`config.mk`:
```
export PLATFORM = sky130hd
export DESIGN_NAME = instr_fetch_flat
export DESIGN_NICKNAME = d
export VERILOG_FILES = /design/src/rtl/fetch_pkg.sv /design/src/rtl/instr_fetch_if.sv /design/src/rtl/instr_fetch_decode.sv /design/src/rtl/instr_fetch.sv /design/src/flat_wrapper.sv
export SDC_FILE = /design/constraint.sdc
export NUM_CORES = 1
export LEC_CHECK = 0
export ABC_AREA = 1
export BUFFER_PORTS_ARGS = -buffer_cell sky130_fd_sc_hd__buf_2
export CAP_MARGIN = 15
export CORE_MARGIN = 2
export CORE_UTILIZATION = 45
export CTS_CLUSTER_DIAMETER = 40
export CTS_CLUSTER_SIZE = 40
export DETAILED_ROUTE_END_ITERATION = 10
export GPL_TIMING_DRIVEN = 1
export PLACE_DENSITY = 0.8
export SLEW_MARGIN = 0
export SYNTH_ARGS = -nofsm -noshare
export SYNTH_HDL_FRONTEND = slang
export SYNTH_SLANG_ARGS = --single-unit
```
`constraint.sdc`:
```
create_clock -name clk -period 1.85 [get_ports clk]
set_input_delay 0.37 -clock clk [delete_from_list [all_inputs] [get_ports clk]]
set_output_delay 0.37 -clock clk [all_outputs]
set_load 0.01 [all_outputs]
```
`src/rtl/fetch_pkg.sv`:
```
// fetch_pkg: shared types and constants for the instruction fetch slice.
//   state_t   : fetch FSM states (IDLE, RUN, DONE)
//   OPC_HALT  : opcode that stops fetching
//   *_LO/*_W  : bit positions and widths of the 16-bit instruction fields
//   is_halt() : true when a word carries the HALT opcode
package fetch_pkg;

  typedef enum logic [1:0] {
    IDLE = 2'd0,
    RUN  = 2'd1,
    DONE = 2'd2
  } state_t;

  localparam logic [3:0]  OPC_HALT = 4'h0;

  localparam int unsigned FIELD_W  = 4;
  localparam int unsigned IMM_W    = 8;
  localparam int unsigned OPC_LO   = 12;
  localparam int unsigned RD_LO    = 8;
  localparam int unsigned RS_LO    = 4;
  localparam int unsigned RT_LO    = 0;
  localparam int unsigned IMM_LO   = 0;

  function automatic logic is_halt(input logic [15:0] word);
    return word[OPC_LO +: FIELD_W] == OPC_HALT;
  endfunction

endpackage

```
`src/rtl/instr_fetch_if.sv`:
```
// instr_fetch_if: bundles the ROM read port, the execute-stage valid/ready
// handshake, the redirect request and the control/status lines.
//   master : the fetch unit (drives rom_addr, instr*, fields, busy, done)
//   slave  : the environment (drives start, rom_data, instr_ready, redirect*)
interface instr_fetch_if #(
  parameter int ADDR_W  = 3,
  parameter int INSTR_W = 16
);
  logic               start;
  logic [ADDR_W-1:0]  rom_addr;
  logic [INSTR_W-1:0] rom_data;
  logic               instr_valid;
  logic               instr_ready;
  logic [INSTR_W-1:0] instr;
  logic [ADDR_W-1:0]  instr_pc;
  logic [3:0]         opcode;
  logic [3:0]         rd;
  logic [3:0]         rs;
  logic [3:0]         rt;
  logic [7:0]         imm8;
  logic               redirect;
  logic [ADDR_W-1:0]  redirect_pc;
  logic               busy;
  logic               done;

  modport master (
    input  start, rom_data, instr_ready, redirect, redirect_pc,
    output rom_addr, instr_valid, instr, instr_pc,
           opcode, rd, rs, rt, imm8, busy, done
  );

  modport slave (
    output start, rom_data, instr_ready, redirect, redirect_pc,
    input  rom_addr, instr_valid, instr, instr_pc,
           opcode, rd, rs, rt, imm8, busy, done
  );
endinterface

```
`src/rtl/instr_fetch_decode.sv`:
```
// instr_decode: purely combinational split of an instruction word into fields.
//   instr  in  : instruction register contents
//   opcode out : instr[15:12]
//   rd     out : instr[11:8]
//   rs     out : instr[7:4]
//   rt     out : instr[3:0]
//   imm8   out : instr[7:0]
module instr_decode
  import fetch_pkg::*;
#(
  parameter int INSTR_W = 16
) (
  input  logic [INSTR_W-1:0] instr,
  output logic [3:0]         opcode,
  output logic [3:0]         rd,
  output logic [3:0]         rs,
  output logic [3:0]         rt,
  output logic [7:0]         imm8
);
  assign opcode = instr[OPC_LO +: FIELD_W];
  assign rd     = instr[RD_LO  +: FIELD_W];
  assign rs     = instr[RS_LO  +: FIELD_W];
  assign rt     = instr[RT_LO  +: FIELD_W];
  assign imm8   = instr[IMM_LO +: IMM_W];
endmodule

```
`src/rtl/instr_fetch.sv`:
```
// instr_fetch: reader side of the program ROM. A PC drives rom_addr; the
// combinational ROM word is captured into an instruction register and offered
// to the execute stage over valid/ready. Supports redirect with flush and HALT.
//   clk, rst : clock; synchronous active-high reset
//   bus      : instr_fetch_if.master (ROM port, handshake, redirect, busy/done)
// Build option: FETCH_WRAP_EN -- when defined the PC wraps from the last ROM
// address to 0 and fetching continues; otherwise the last capture ends the run.
module instr_fetch
  import fetch_pkg::*;
#(
  parameter int ADDR_W  = 3,
  parameter int INSTR_W = 16
) (
  input logic          clk,
  input logic          rst,
  instr_fetch_if.master bus
);

  state_t             state, state_nxt;
  logic [ADDR_W-1:0]  pc, pc_nxt;
  logic [INSTR_W-1:0] instr_q, instr_nxt;
  logic [ADDR_W-1:0]  ipc_q, ipc_nxt;
  logic               valid_q, valid_nxt;
  logic               slot_free;

  always_ff @(posedge clk) begin
    if (rst) begin
      state   <= IDLE;
      pc      <= '0;
      instr_q <= '0;
      ipc_q   <= '0;
      valid_q <= 1'b0;
    end else begin
      state   <= state_nxt;
      pc      <= pc_nxt;
      instr_q <= instr_nxt;
      ipc_q   <= ipc_nxt;
      valid_q <= valid_nxt;
    end
  end

  always_comb begin
    state_nxt = state;
    pc_nxt    = pc;
    instr_nxt = instr_q;
    ipc_nxt   = ipc_q;
    valid_nxt = valid_q;
    slot_free = !valid_q || bus.instr_ready;

    case (state)
      IDLE: begin
        if (bus.start) begin
          state_nxt = RUN;
          pc_nxt    = '0;
        end
      end

      RUN: begin
        // Redirect wins over capture: the held word is flushed and the next
        // capture comes from the new target.
        if (bus.redirect) begin
          pc_nxt    = bus.redirect_pc;
          valid_nxt = 1'b0;
        end else if (slot_free) begin
          instr_nxt = bus.rom_data;
          ipc_nxt   = pc;
          valid_nxt = 1'b1;
          if (is_halt(bus.rom_data[15:0])) begin
            state_nxt = DONE;
          end else begin
`ifdef FETCH_WRAP_EN
            pc_nxt = pc + ADDR_W'(1);
`else
            if (pc == '1) state_nxt = DONE;
            else          pc_nxt    = pc + ADDR_W'(1);
`endif
          end
        end
      end

      DONE: begin
        if (bus.redirect) begin
          state_nxt = RUN;
          pc_nxt    = bus.redirect_pc;
          valid_nxt = 1'b0;
        end else if (valid_q && bus.instr_ready) begin
          valid_nxt = 1'b0;
        end
      end

      default: state_nxt = IDLE;
    endcase
  end

  assign bus.rom_addr    = pc;
  assign bus.instr       = instr_q;
  assign bus.instr_pc    = ipc_q;
  assign bus.instr_valid = valid_q;
  assign bus.busy        = (state != IDLE);
  assign bus.done        = (state == DONE) && !valid_q;

  instr_decode #(.INSTR_W(INSTR_W)) u_decode (
    .instr  (instr_q),
    .opcode (bus.opcode),
    .rd     (bus.rd),
    .rs     (bus.rs),
    .rt     (bus.rt),
    .imm8   (bus.imm8)
  );

endmodule
```
`src/flat_wrapper.sv`:
```
// flat-port wrapper written by rule: the top's interface ports become plain ports
module instr_fetch_flat import fetch_pkg::*;
#(
  parameter int ADDR_W  = 3,
  parameter int INSTR_W = 16
)
  (clk, rst, bus_start, bus_rom_data, bus_instr_ready, bus_redirect, bus_redirect_pc, bus_rom_addr, bus_instr_valid, bus_instr, bus_instr_pc, bus_opcode, bus_rd, bus_rs, bus_rt, bus_imm8, bus_busy, bus_done);
  instr_fetch_if #(.ADDR_W(ADDR_W), .INSTR_W(INSTR_W)) bus_i ();
  input logic clk;
  input logic rst;
  input wire logic [$bits(bus_i.start)-1:0] bus_start;
  input wire logic [$bits(bus_i.rom_data)-1:0] bus_rom_data;
  input wire logic [$bits(bus_i.instr_ready)-1:0] bus_instr_ready;
  input wire logic [$bits(bus_i.redirect)-1:0] bus_redirect;
  input wire logic [$bits(bus_i.redirect_pc)-1:0] bus_redirect_pc;
  output wire logic [$bits(bus_i.rom_addr)-1:0] bus_rom_addr;
  output wire logic [$bits(bus_i.instr_valid)-1:0] bus_instr_valid;
  output wire logic [$bits(bus_i.instr)-1:0] bus_instr;
  output wire logic [$bits(bus_i.instr_pc)-1:0] bus_instr_pc;
  output wire logic [$bits(bus_i.opcode)-1:0] bus_opcode;
  output wire logic [$bits(bus_i.rd)-1:0] bus_rd;
  output wire logic [$bits(bus_i.rs)-1:0] bus_rs;
  output wire logic [$bits(bus_i.rt)-1:0] bus_rt;
  output wire logic [$bits(bus_i.imm8)-1:0] bus_imm8;
  output wire logic [$bits(bus_i.busy)-1:0] bus_busy;
  output wire logic [$bits(bus_i.done)-1:0] bus_done;
  assign bus_i.start = bus_start;
  assign bus_i.rom_data = bus_rom_data;
  assign bus_i.instr_ready = bus_instr_ready;
  assign bus_i.redirect = bus_redirect;
  assign bus_i.redirect_pc = bus_redirect_pc;
  assign bus_rom_addr = bus_i.rom_addr;
  assign bus_instr_valid = bus_i.instr_valid;
  assign bus_instr = bus_i.instr;
  assign bus_instr_pc = bus_i.instr_pc;
  assign bus_opcode = bus_i.opcode;
  assign bus_rd = bus_i.rd;
  assign bus_rs = bus_i.rs;
  assign bus_rt = bus_i.rt;
  assign bus_imm8 = bus_i.imm8;
  assign bus_busy = bus_i.busy;
  assign bus_done = bus_i.done;
  instr_fetch #(.ADDR_W(ADDR_W), .INSTR_W(INSTR_W)) u_core (.clk(clk), .rst(rst), .bus(bus_i));
endmodule
```
==> flow_metrics.env, run 1 <==
export IMPL_rows=20
export IMPL_start_kind="flip-flop"
export IMPL_pin_count=73
export IMPL_nets=276
export IMPL_cp_cell_sequence="inv_1 -> ha_1 -> inv_1 -> nor2_1 -> buf_2"
export IMPL_cpMostUsedCell="inv_1"
export IMPL_start_util_pct=46.8
export IMPL_num_vias=1309
export IMPL_cpPeakStageDelay_ns=0.41
export IMPL_cts_buffers=3
export IMPL_grt_pass1_wl_microns=4430
export IMPL_worstPathRequired_ns=1.48
export IMPL_antenna_found_initial=0
export IMPL_wire_per_inst_microns=10.3
export IMPL_die_area_sq_um=3590
export IMPL_ys_warn_count=0
export IMPL_h_tree_depth=1
export IMPL_maxSlewHeadroom_pct=63.5
export IMPL_gp_congestion=0.813
export IMPL_dieWidth_microns=59.9
export IMPL_hold_viol_final=0
export IMPL_syn_inst=196
export IMPL_coreArea_sq_um=3000
export IMPL_grt_overflow=0
export IMPL_p_per_area_nw_per_um2=968
export IMPL_track_usage_pct=15.9
export IMPL_post_cts_buffers=0
export IMPL_die_h_microns=59.9
export IMPL_cap_violations=0
export IMPL_path_class="reg2out"
export IMPL_post_dp_hpwl_microns=2220
export IMPL_final_common_cell="buf_2"
export IMPL_crit_slowest_cell="dfxtp_2"
export IMPL_yosysSeqAreaShare_pct=35.6
export IMPL_vdd_ir_drop_max_mv=0.426
export IMPL_clkLatencyLatePin_ns=0.32
export IMPL_cts_sinks=25
export IMPL_rsz0062_at_grt="false"
export IMPL_power_frac_seq_pct=44.8
export IMPL_ant_nets=0
export IMPL_rrSetupSlack_ns=0.19
export IMPL_status="completed"
export IMPL_max_slew_worst_pin_slew_ns=0.547
export IMPL_drive_above_1_share_pct=36.2
export IMPL_finalMaxSlewViolations=0
export IMPL_clkPwrFrac_pct=16.2
export IMPL_vias_per_cell=4.74
export IMPL_cts_buffer_depth=2
export IMPL_netlist_area_sq_um=1410
export IMPL_cp_arrival_ns=1.37
export IMPL_io_buffers=72
export IMPL_p_int_uw=959
export IMPL_grt_pass1_vias=1078
export IMPL_wl_microns=2860
export IMPL_clock_skew_final_ns=0.00126
export IMPL_dr_pass1_iters=4
export IMPL_drt_iter0_markers=76
export IMPL_fmax_mhz=576
export IMPL_grt_max_degree=23
export IMPL_drc=0
export IMPL_p_leak_nw=0.899
export IMPL_syn2layout_area_growth_pct=15.0
export IMPL_yosysUniqueCellTypes=21
export IMPL_final_setup_tns_ns=0
export IMPL_setup_viol=0
export IMPL_avgSynthCellArea_sq_um=7.18
export IMPL_p_sw_uw=607
export IMPL_cp_max_fo=6
export IMPL_fillCellCount=297
export IMPL_root_buffer="clkbuf_4"
export IMPL_layout_cells_most_common_list="buf_2, nor2_1, nand2_1"
export IMPL_ys_ff_latch=25
export IMPL_insertedDiodeCount=0
export IMPL_clkTransAtPathRegs_ns=0.14
export IMPL_fin_crit_sh_pct=93.9
export IMPL_fin_crit_ns=1.74
export IMPL_critical_path_endpoint_type="output pin"
export IMPL_worst_hold_path_type="in2reg"
export IMPL_sw_frac_of_total_pct=38.8
export IMPL_pwr_share_comb_pct=38.9
export IMPL_cts_tree="built"
export IMPL_post_route_util_pct=53.9
export IMPL_synth_net_count=228
==> cell usage after synthesis (all sizes together) <==
master	count	area share (%)
nor2	49	14
clkbuf	1	0.27
dfxtp	25	36
inv	13	3.5
o21bai	1	0.53
a21oi	6	2.4
nand2	34	9.6
clkinv	1	0.36
a21boi	1	0.53
ha	8	7.1
nand3	9	3.2
buf	28	16
o21ai	20	7.4
==> sequential cells by signal, summed over array words and instances (netlist names) <==
signal and count:
u_core.state 2, u_core.bus.instr_valid 1, u_core.bus.instr 16, u_core.bus.rom_addr 3
u_core.bus.instr_pc 3
==> critical path, delay by kind of cell, from the launching register on <==
family,cells,cell delay (ns)
buffers and inverters,3,0.34
adders and majority gates,1,0.27
DFF,1,0.41
and+or+nand+nor,1,0.04
==> per-stage QoR <==
| step | total power [mW] | cell area, sq um | hold WS (ns) | std cells | worst slack [ns] |
|---|---|---|---|---|---|
| 2_1_floorplan | 1.21 | 1410 | 0.439 | 196 | 0.488 |
| 3_3_place_gp | 1.31 | 1590 | 0.464 | 272 | 0.140 |
| 3_5_place_dp | 1.32 | 1590 | 0.486 | 272 | 0.0475 |
| 4_1_cts | 1.58 | 1620 | 0.223 | 276 | 0.0183 |
| 5_1_grt | 1.70 | 1620 | 0.218 | 276 | 0.00571 |
| 6_report | 1.57 | 1620 | 0.233 | 276 | 0.113 |
==> cell type report <==
type	instances	area [sq um]	area share (%)
clock inverters	1	7.51	0.464
repair buffers	72	360	22.3
well taps	33	41.3	2.55
inverters	14	55.1	3.40
clock buffers	3	22.5	1.39
flip-flops and latches	25	502	31.0
multi-input cells	128	629	38.9
==> cells by family after synthesis <==
kind of cell	synth area share, %
adders and majority gates	7.12
and+or+nand+nor	26.8
AOI/OAI and AO/OA	10.9
DFF	35.6
buffers and inverters	19.7
==> routing by layer <==
metal	vias up	part of all wire (%)	global-route usage (%)
met5	-	0	0
met4	0	0.35	4.76
met3	2	6.9	2.60
met2	55	46	26.7
met1	570	47	20.8
li1	682	-	-
==> what timing repair did <==
action                     4_1_cts  5_1_grt
gates resized for setup          0        2
hold buffers                     0        0
setup endpoints to repair        0       20
==> power groups by stage <==
stage | Clock (mW) | Combinational (mW) | Sequential (mW)
finish | 0.254 | 0.610 | 0.702
global route | 0.282 | 0.698 | 0.719
CTS | 0.267 | 0.612 | 0.703
detailed placement | 0 | 0.609 | 0.715
global placement | 0 | 0.600 | 0.710
floorplan | 0 | 0.463 | 0.744
==> path summary, 6_finish.rpt <==
path | to | depth (start not counted) | start
setup / recovery | bus_done | 5 | u_core.state[0]$_SDFFE_PP0P_
hold / removal | u_core.state[0]$_SDFFE_PP0P_ | 2 | rst
setup reg to reg | u_core.bus.instr_pc[0]$_SDFFE_PP0P_ | 8 | u_core.state[1]$_SDFFE_PP0P_
hold reg to reg | u_core.bus.instr_pc[2]$_SDFFE_PP0P_ | 2 | u_core.bus.instr_pc[2]$_SDFFE_PP0P_
Note: power is estimated with default switching activity, not from simulation.
==> run 2: changes to the inputs <==
--- a/config.mk
+++ b/config.mk
@@ -6,15 +6,15 @@
 export NUM_CORES = 1
 export LEC_CHECK = 0
 export ABC_AREA = 1
-export BUFFER_PORTS_ARGS = -buffer_cell sky130_fd_sc_hd__buf_2
 export CAP_MARGIN = 15
 export CORE_MARGIN = 2
-export CORE_UTILIZATION = 45
+export CORE_UTILIZATION = 60
 export CTS_CLUSTER_DIAMETER = 40
 export CTS_CLUSTER_SIZE = 40
 export DETAILED_ROUTE_END_ITERATION = 10
+export DONT_BUFFER_PORTS = 1
 export GPL_TIMING_DRIVEN = 1
-export PLACE_DENSITY = 0.8
+export PLACE_DENSITY = 0.76
 export SLEW_MARGIN = 0
 export SYNTH_ARGS = -nofsm -noshare
 export SYNTH_HDL_FRONTEND = slang
==> run 2 against run 1 <==
Wire length fell by 5.5%. Register-to-register slack about the same. Flip-flop and latch count is the same. Utilization grew 2.6 points. Final cell count down 28%. Power fell by 11%. Clock skew up 0.00055 ns. Setup slack improved by 0.030 ns.
==> flow_metrics.env, run 2 (synthesized netlist as in run 1, its figures left out) <==
export IMPL_status="completed"
export IMPL_r2r_start="u_core.state[0]$_SDFFE_PP0P_"
export IMPL_nets=204
export IMPL_cap_violations=0
export IMPL_maxSlewHeadroom_pct=62.0
export IMPL_worst_hold_path_type="in2reg"
export IMPL_largest_reg_flops=16
export IMPL_fin_crit_sh_pct=92.3
export IMPL_setup_viol=0
export IMPL_grt_max_degree=23
export IMPL_rsz0062_at_grt="false"
export IMPL_track_usage_pct=21.8
export IMPL_worst_slack_ns=0.143
export IMPL_cp_max_fo=6
export IMPL_grt_pass1_vias=1128
export IMPL_vias_per_cell=5.47
export IMPL_top_layer_used="met4"
export IMPL_holdCritStartpoint="rst"
export IMPL_rows=17
export IMPL_final_cells=199
export IMPL_p_total_mw=1.39
export IMPL_clkTransAtPathRegs_ns=0.13
export IMPL_die_h_microns=52.4
export IMPL_start_util_pct=63.6
export IMPL_final_setup_tns_ns=0
export IMPL_post_dp_hpwl_microns=2030
export IMPL_h_tree_depth=1
export IMPL_max_slew_worst_pin_slew_ns=0.570
export IMPL_dr_pass1_iters=4
export IMPL_drt_met1_wl_microns=1010
export IMPL_cts_buffer_depth=2
export IMPL_gp_congestion=0.864
export IMPL_grt_pass1_wl_microns=4460
export IMPL_critical_path_endpoint_type="output pin"
export IMPL_worstPathRequired_ns=1.48
export IMPL_wire_per_inst_microns=13.6
export IMPL_antenna_found_initial=0
export IMPL_final_common_cell="nor2_1"
export IMPL_rrSetupSlack_ns=0.18
export IMPL_path_class="reg2out"
export IMPL_ant_nets=0
export IMPL_wl_met3_microns=299
export IMPL_r2r_end="u_core.bus.instr_pc[0]$_SDFFE_PP0P_"
export IMPL_drive_above_1_share_pct=9.36
export IMPL_io_buffers=0
export IMPL_p_per_area_nw_per_um2=1120
export IMPL_root_buffer="clkbuf_4"
export IMPL_rr_worst_depth=7
export IMPL_hold_depth=1
export IMPL_clkLatencyLatePin_ns=0.31
export IMPL_num_vias=1089
export IMPL_syn2layout_area_growth_pct=-11.1
export IMPL_start_kind="flip-flop"
export IMPL_clock_skew_final_ns=0.00181
export IMPL_cts_tree="built"
export IMPL_coreArea_sq_um=2210
export IMPL_hold_viol_final=0
export IMPL_fin_crit_ns=1.71
export IMPL_drc=0
export IMPL_cts_sinks=25
export IMPL_grt_overflow=0
export IMPL_drt_iter0_markers=15
export IMPL_pin_count=73
export IMPL_insertedDiodeCount=0
export IMPL_die_area_sq_um=2750
export IMPL_hold_end="u_core.state[0]$_SDFFE_PP0P_"
export IMPL_p_leak_nw=0.550
export IMPL_dieWidth_microns=52.4
export IMPL_wl_microns=2700
export IMPL_cp_arrival_ns=1.34
export IMPL_layout_cells_most_common_list="nor2_1, nand2_1, dfxtp_1"
export IMPL_vdd_ir_drop_max_mv=0.497
export IMPL_post_cts_buffers=0
export IMPL_place_inst=195
export IMPL_cts_buffers=3
export IMPL_finalMaxSlewViolations=0
export IMPL_dp_slack_ns=0.0785
export IMPL_met2WireLength_microns=1340
export IMPL_fmax_mhz=586
[run 2: per-stage QoR]
stage | hold slack (ns) | cell area (sq um) | utilization [%]
after floorplan | 0.439 | 1410 | -
final | 0.0992 | 1250 | 56.5
after CTS | 0.104 | 1250 | 56.3
after detailed placement | 0.442 | 1220 | 55.1
after global routing | 0.0826 | 1250 | 56.5
after global placement | 0.440 | 1220 | 55.1
[run 2: how the worst max path moves through the flow]
stage / startpoint / endpoint / cells after the start
after CTS: u_core.state[1]$_SDFFE_PP0P_ / u_core.bus.instr_pc[0]$_SDFFE_PP0P_ / 8
final: u_core.state[0]$_SDFFE_PP0P_ / bus_done / 4
after detailed placement: u_core.state[1]$_SDFFE_PP0P_ / u_core.bus.instr_pc[0]$_SDFFE_PP0P_ / 8
after floorplan: u_core.state[1]$_SDFFE_PP0P_ / u_core.bus.instr_pc[0]$_SDFFE_PP0P_ / 9
after global placement: u_core.state[1]$_SDFFE_PP0P_ / u_core.bus.instr_pc[0]$_SDFFE_PP0P_ / 8
after global routing: u_core.state[0]$_SDFFE_PP0P_ / u_core.bus.instr[8]$_SDFFE_PP0P_ / 7
[run 2: repair_timing]
action | 4_1_cts | 5_1_grt
hold buffers | 0 | 0
endpoints found under the setup margin | 0 | 20
hold endpoints to repair | 0 | 0
gates resized for setup | 0 | 2
[run 2: power by group]
part / leakage [nW] / switching (mW) / internal (mW)
Combinational: 0.328 / 0.221 / 0.129
Sequential: 0.204 / 0.175 / 0.625
Clock: 0.0177 / 0.163 / 0.0809
Total: 0.550 / 0.559 / 0.835
[run 2: metal layers]
metal / vias up / track usage (%)
met4: 0 / 11.1
met1: 480 / 22.8
met5: - / 0
met3: 6 / 7.43
met2: 64 / 38.3
li1: 539 / -
[run 2: layout make-up]
class	count	area, sq um
fillers	208	962
multi-input cells	128	632
flip-flops and latches	25	500
inverters	14	55.1
well taps	28	35.0
clock buffers	3	22.5
clock inverters	1	5.00
[run 2: worst max-delay path, stage by stage, from the launching register on]
cell	delay [ns]
dfxtp_1	0.40
inv_1	0.11
ha_2	0.24
inv_1	0.09
nor2_1	0.19
==> run 3: changes to the inputs <==
--- a/config.mk
+++ b/config.mk
@@ -5,7 +5,6 @@
 export SDC_FILE = /design/constraint.sdc
 export NUM_CORES = 1
 export LEC_CHECK = 0
-export ABC_AREA = 1
 export CAP_MARGIN = 15
 export CORE_MARGIN = 2
 export CORE_UTILIZATION = 60
==> run 3 against run 2 <==
Sequential power down 7.6%. Highest routed layer unchanged. Synthesized cell count is 15% lower. Wire length shrank 5.2%. Critical path depth shrank 1. Largest power group unchanged. Clock power increased by 2%. Hold slack got worse by 0.0064 ns. Die area about the same. Final cell count fell by 16%. Clock skew rose by 0.0038 ns. Largest cell class unchanged.
==> flow_metrics.env, run 3 <==
export IMPL_final_common_cell="nand2_1"
export IMPL_synth_edff_count=0
export IMPL_cp_cell_sequence="inv_1 -> ha_2 -> nor2b_1"
export IMPL_root_buffer="clkbuf_4"
export IMPL_yosysSeqAreaShare_pct=35.6
export IMPL_synth_net_count=198
export IMPL_nets=173
export IMPL_clkLatencyLatePin_ns=0.32
export IMPL_ys_ff_latch=25
export IMPL_clkPwrFrac_pct=17.8
export IMPL_die_area_sq_um=2750
export IMPL_finalMaxSlewViolations=0
export IMPL_cts_buffers=3
export IMPL_fillCellCount=216
export IMPL_top_layer_used="met4"
export IMPL_cpPeakStageDelay_ns=0.40
export IMPL_ys_warn_count=0
export IMPL_track_usage_pct=19.8
export IMPL_cp_max_fo=7
export IMPL_pin_count=73
export IMPL_p_sw_uw=535
export IMPL_grt_pass1_vias=959
export IMPL_drt_met1_wl_microns=1040
export IMPL_layout_cells_most_common_list="nand2_1, dfxtp_1, a21oi_1"
export IMPL_worstPathRequired_ns=1.48
export IMPL_r2r_start="u_core.state[0]$_SDFFE_PP0P_"
export IMPL_p_leak_nw=0.460
export IMPL_grt_max_degree=28
export IMPL_cts_tree="built"
export IMPL_drt_iter0_markers=17
export IMPL_wire_per_inst_microns=15.2
export IMPL_wl_microns=2560
export IMPL_p_total_mw=1.39
export IMPL_place_inst=164
export IMPL_vdd_ir_drop_max_mv=0.634
export IMPL_ys_flop_type="dfxtp_1"
export IMPL_rsz0062_at_grt="false"
export IMPL_post_dp_hpwl_microns=1910
export IMPL_power_frac_seq_pct=53.2
export IMPL_r2r_end="u_core.bus.rom_addr[1]$_SDFFE_PP0P_"
export IMPL_clock_skew_final_ns=0.00566
export IMPL_critical_path_endpoint_type="output pin"
export IMPL_cp_arrival_ns=1.38
export IMPL_drc=0
export IMPL_final_setup_tns_ns=0
export IMPL_dieWidth_microns=52.4
export IMPL_num_vias=946
export IMPL_vias_per_cell=5.63
export IMPL_largest_reg_flops=16
export IMPL_h_tree_depth=1
export IMPL_worst_hold_path_type="in2reg"
export IMPL_cts_buffer_depth=2
export IMPL_rr_worst_depth=6
export IMPL_met2WireLength_microns=1280
export IMPL_p_int_uw=855
export IMPL_synth_top_area_share_pct=35.6
export IMPL_die_h_microns=52.4
export IMPL_regArea_sq_um=500
export IMPL_avgSynthCellArea_sq_um=8.48
export IMPL_antenna_found_initial=0
export IMPL_pwr_share_comb_pct=29.0
export IMPL_start_util_pct=63.6
export IMPL_grt_overflow=0
export IMPL_holdCritStartpoint="rst"
export IMPL_hold_viol_final=0
export IMPL_yosys_top_cells_area="dfxtp_1, buf_4, nand2_1, ha_1, a21oi_1"
export IMPL_drive_above_1_share_pct=12.9
export IMPL_coreArea_sq_um=2210
export IMPL_final_cells=168
export IMPL_yosys_top_cells_count="nand2_1, dfxtp_1, buf_4, a21oi_1, ha_1"
export IMPL_fin_crit_ns=1.75
export IMPL_ant_nets=0
export IMPL_sw_frac_of_total_pct=38.5
export IMPL_cts_sinks=25
export IMPL_yosysUniqueCellTypes=32
export IMPL_fmax_mhz=572
export IMPL_hold_depth=1
export IMPL_insertedDiodeCount=0
export IMPL_multi_input_area_sq_um=657
export IMPL_crit_slowest_cell="dfxtp_1"
export IMPL_syn_inst=166
export IMPL_yosysMostFrequentCell="nand2_1"
export IMPL_path_class="reg2out"
export IMPL_max_slew_worst_pin_slew_ns=0.343
export IMPL_clkTransAtPathRegs_ns=0.14
export IMPL_syn2layout_area_growth_pct=-11.3
export IMPL_rows=17
export IMPL_netlist_area_sq_um=1410
export IMPL_synth_async_reset_ratio_pct=0
export IMPL_io_buffers=0
export IMPL_rrSetupSlack_ns=0.19
export IMPL_status="completed"
export IMPL_fin_crit_sh_pct=94.5
export IMPL_maxSlewHeadroom_pct=77.1
export IMPL_setup_viol=0
export IMPL_yosysTopAreaCell="dfxtp_1"
export IMPL_dr_pass1_iters=4
export IMPL_ctsHoldBuffers=0
export IMPL_hold_end="u_core.bus.instr[15]$_SDFFE_PP0P_"
export IMPL_post_route_util_pct=56.4
export IMPL_cap_violations=0
export IMPL_wl_met3_microns=196
export IMPL_gp_congestion=0.798
export IMPL_grt_pass1_wl_microns=4030
export IMPL_hold_ws_ns=0.0928
export IMPL_start_kind="flip-flop"
export IMPL_p_per_area_nw_per_um2=1110
==> run 3: cell types whose count changed after synthesis, sizes merged, moves of 8 or more <==
| cell | change |
|---|---|
| nand2 | +8 |
| nand3 | -9 |
| o21ai | -17 |
| inv | -8 |
| nor2 | -46 |
| a21oi | +13 |
==> run 3: cell families after synthesis <==
group,synth area share (%)
fa+ha+maj,7.11
simple gates,20.1
flops,35.6
mux,4.44
compound gates,14.8
buf+inv,18.0
==> run 3: cell type report <==
type	instances	area share, %
clock buffers	3	1.80
clock inverters	1	0.601
inverters	5	1.50
multi-input cells	105	52.6
flip-flops and latches	25	40.1
well taps	28	2.81
repair buffers	1	0.601
==> run 3: layer usage <==
| layer | track usage (%) | vias up |
|---|---|---|
| met5 | 0 | - |
| met4 | 8.55 | 0 |
| met3 | 6.00 | 6 |
| met2 | 33.8 | 45 |
| met1 | 22.7 | 427 |
| li1 | - | 468 |
==> run 3: critical path: cells and delay by family (launching register included) <==
kind,cells,cell delay [ns]
AND/OR/NAND/NOR,1,0.27
adder cells (fa/ha/maj),1,0.27
flip-flops,1,0.40
buffers and inverters,1,0.13
==> run 3: repair_timing <==
item | CTS | global route
resized for setup | 0 | 1
buffers inserted | 0 | 0
setup endpoints to repair | 0 | 1
==> run 3: worst max-delay path by stage <==
stage	from	to	slack (ns)	depth (start not counted)
final	u_core.state[0]$_SDFFE_PP0P_	bus_done	0.10	3
after global routing	u_core.state[0]$_SDFFE_PP0P_	bus_done	0.02	3
after CTS	u_core.state[0]$_SDFFE_PP0P_	bus_done	0.03	3
after detailed placement	u_core.state[0]$_SDFFE_PP0P_	u_core.bus.rom_addr[1]$_SDFFE_PP0P_	0.22	6
after global placement	u_core.bus.rom_addr[1]$_SDFFE_PP0P_	u_core.bus.rom_addr[2]$_SDFFE_PP0P_	0.37	6
after floorplan	u_core.bus.rom_addr[0]$_SDFFE_PP0P_	u_core.bus.rom_addr[2]$_SDFFE_PP0P_	0.40	6
==> run 3: power by group through the flow <==
stage          Combinational [mW]  Sequential (mW)  Clock, mW
2_1_floorplan               0.492            0.699          0
3_3_place_gp                0.381            0.745          0
3_5_place_dp                0.400            0.753          0
4_1_cts                     0.403            0.739      0.257
5_1_grt                     0.452            0.754      0.283
6_report                    0.403            0.739      0.248
==> run 3: per-stage QoR <==
stage	area (sq um)	worst slack, ns
6_report	1250	0.101
5_1_grt	1250	0.0240
4_1_cts	1250	0.0290
3_3_place_gp	1220	0.369
2_1_floorplan	1410	0.396
3_5_place_dp	1220	0.222
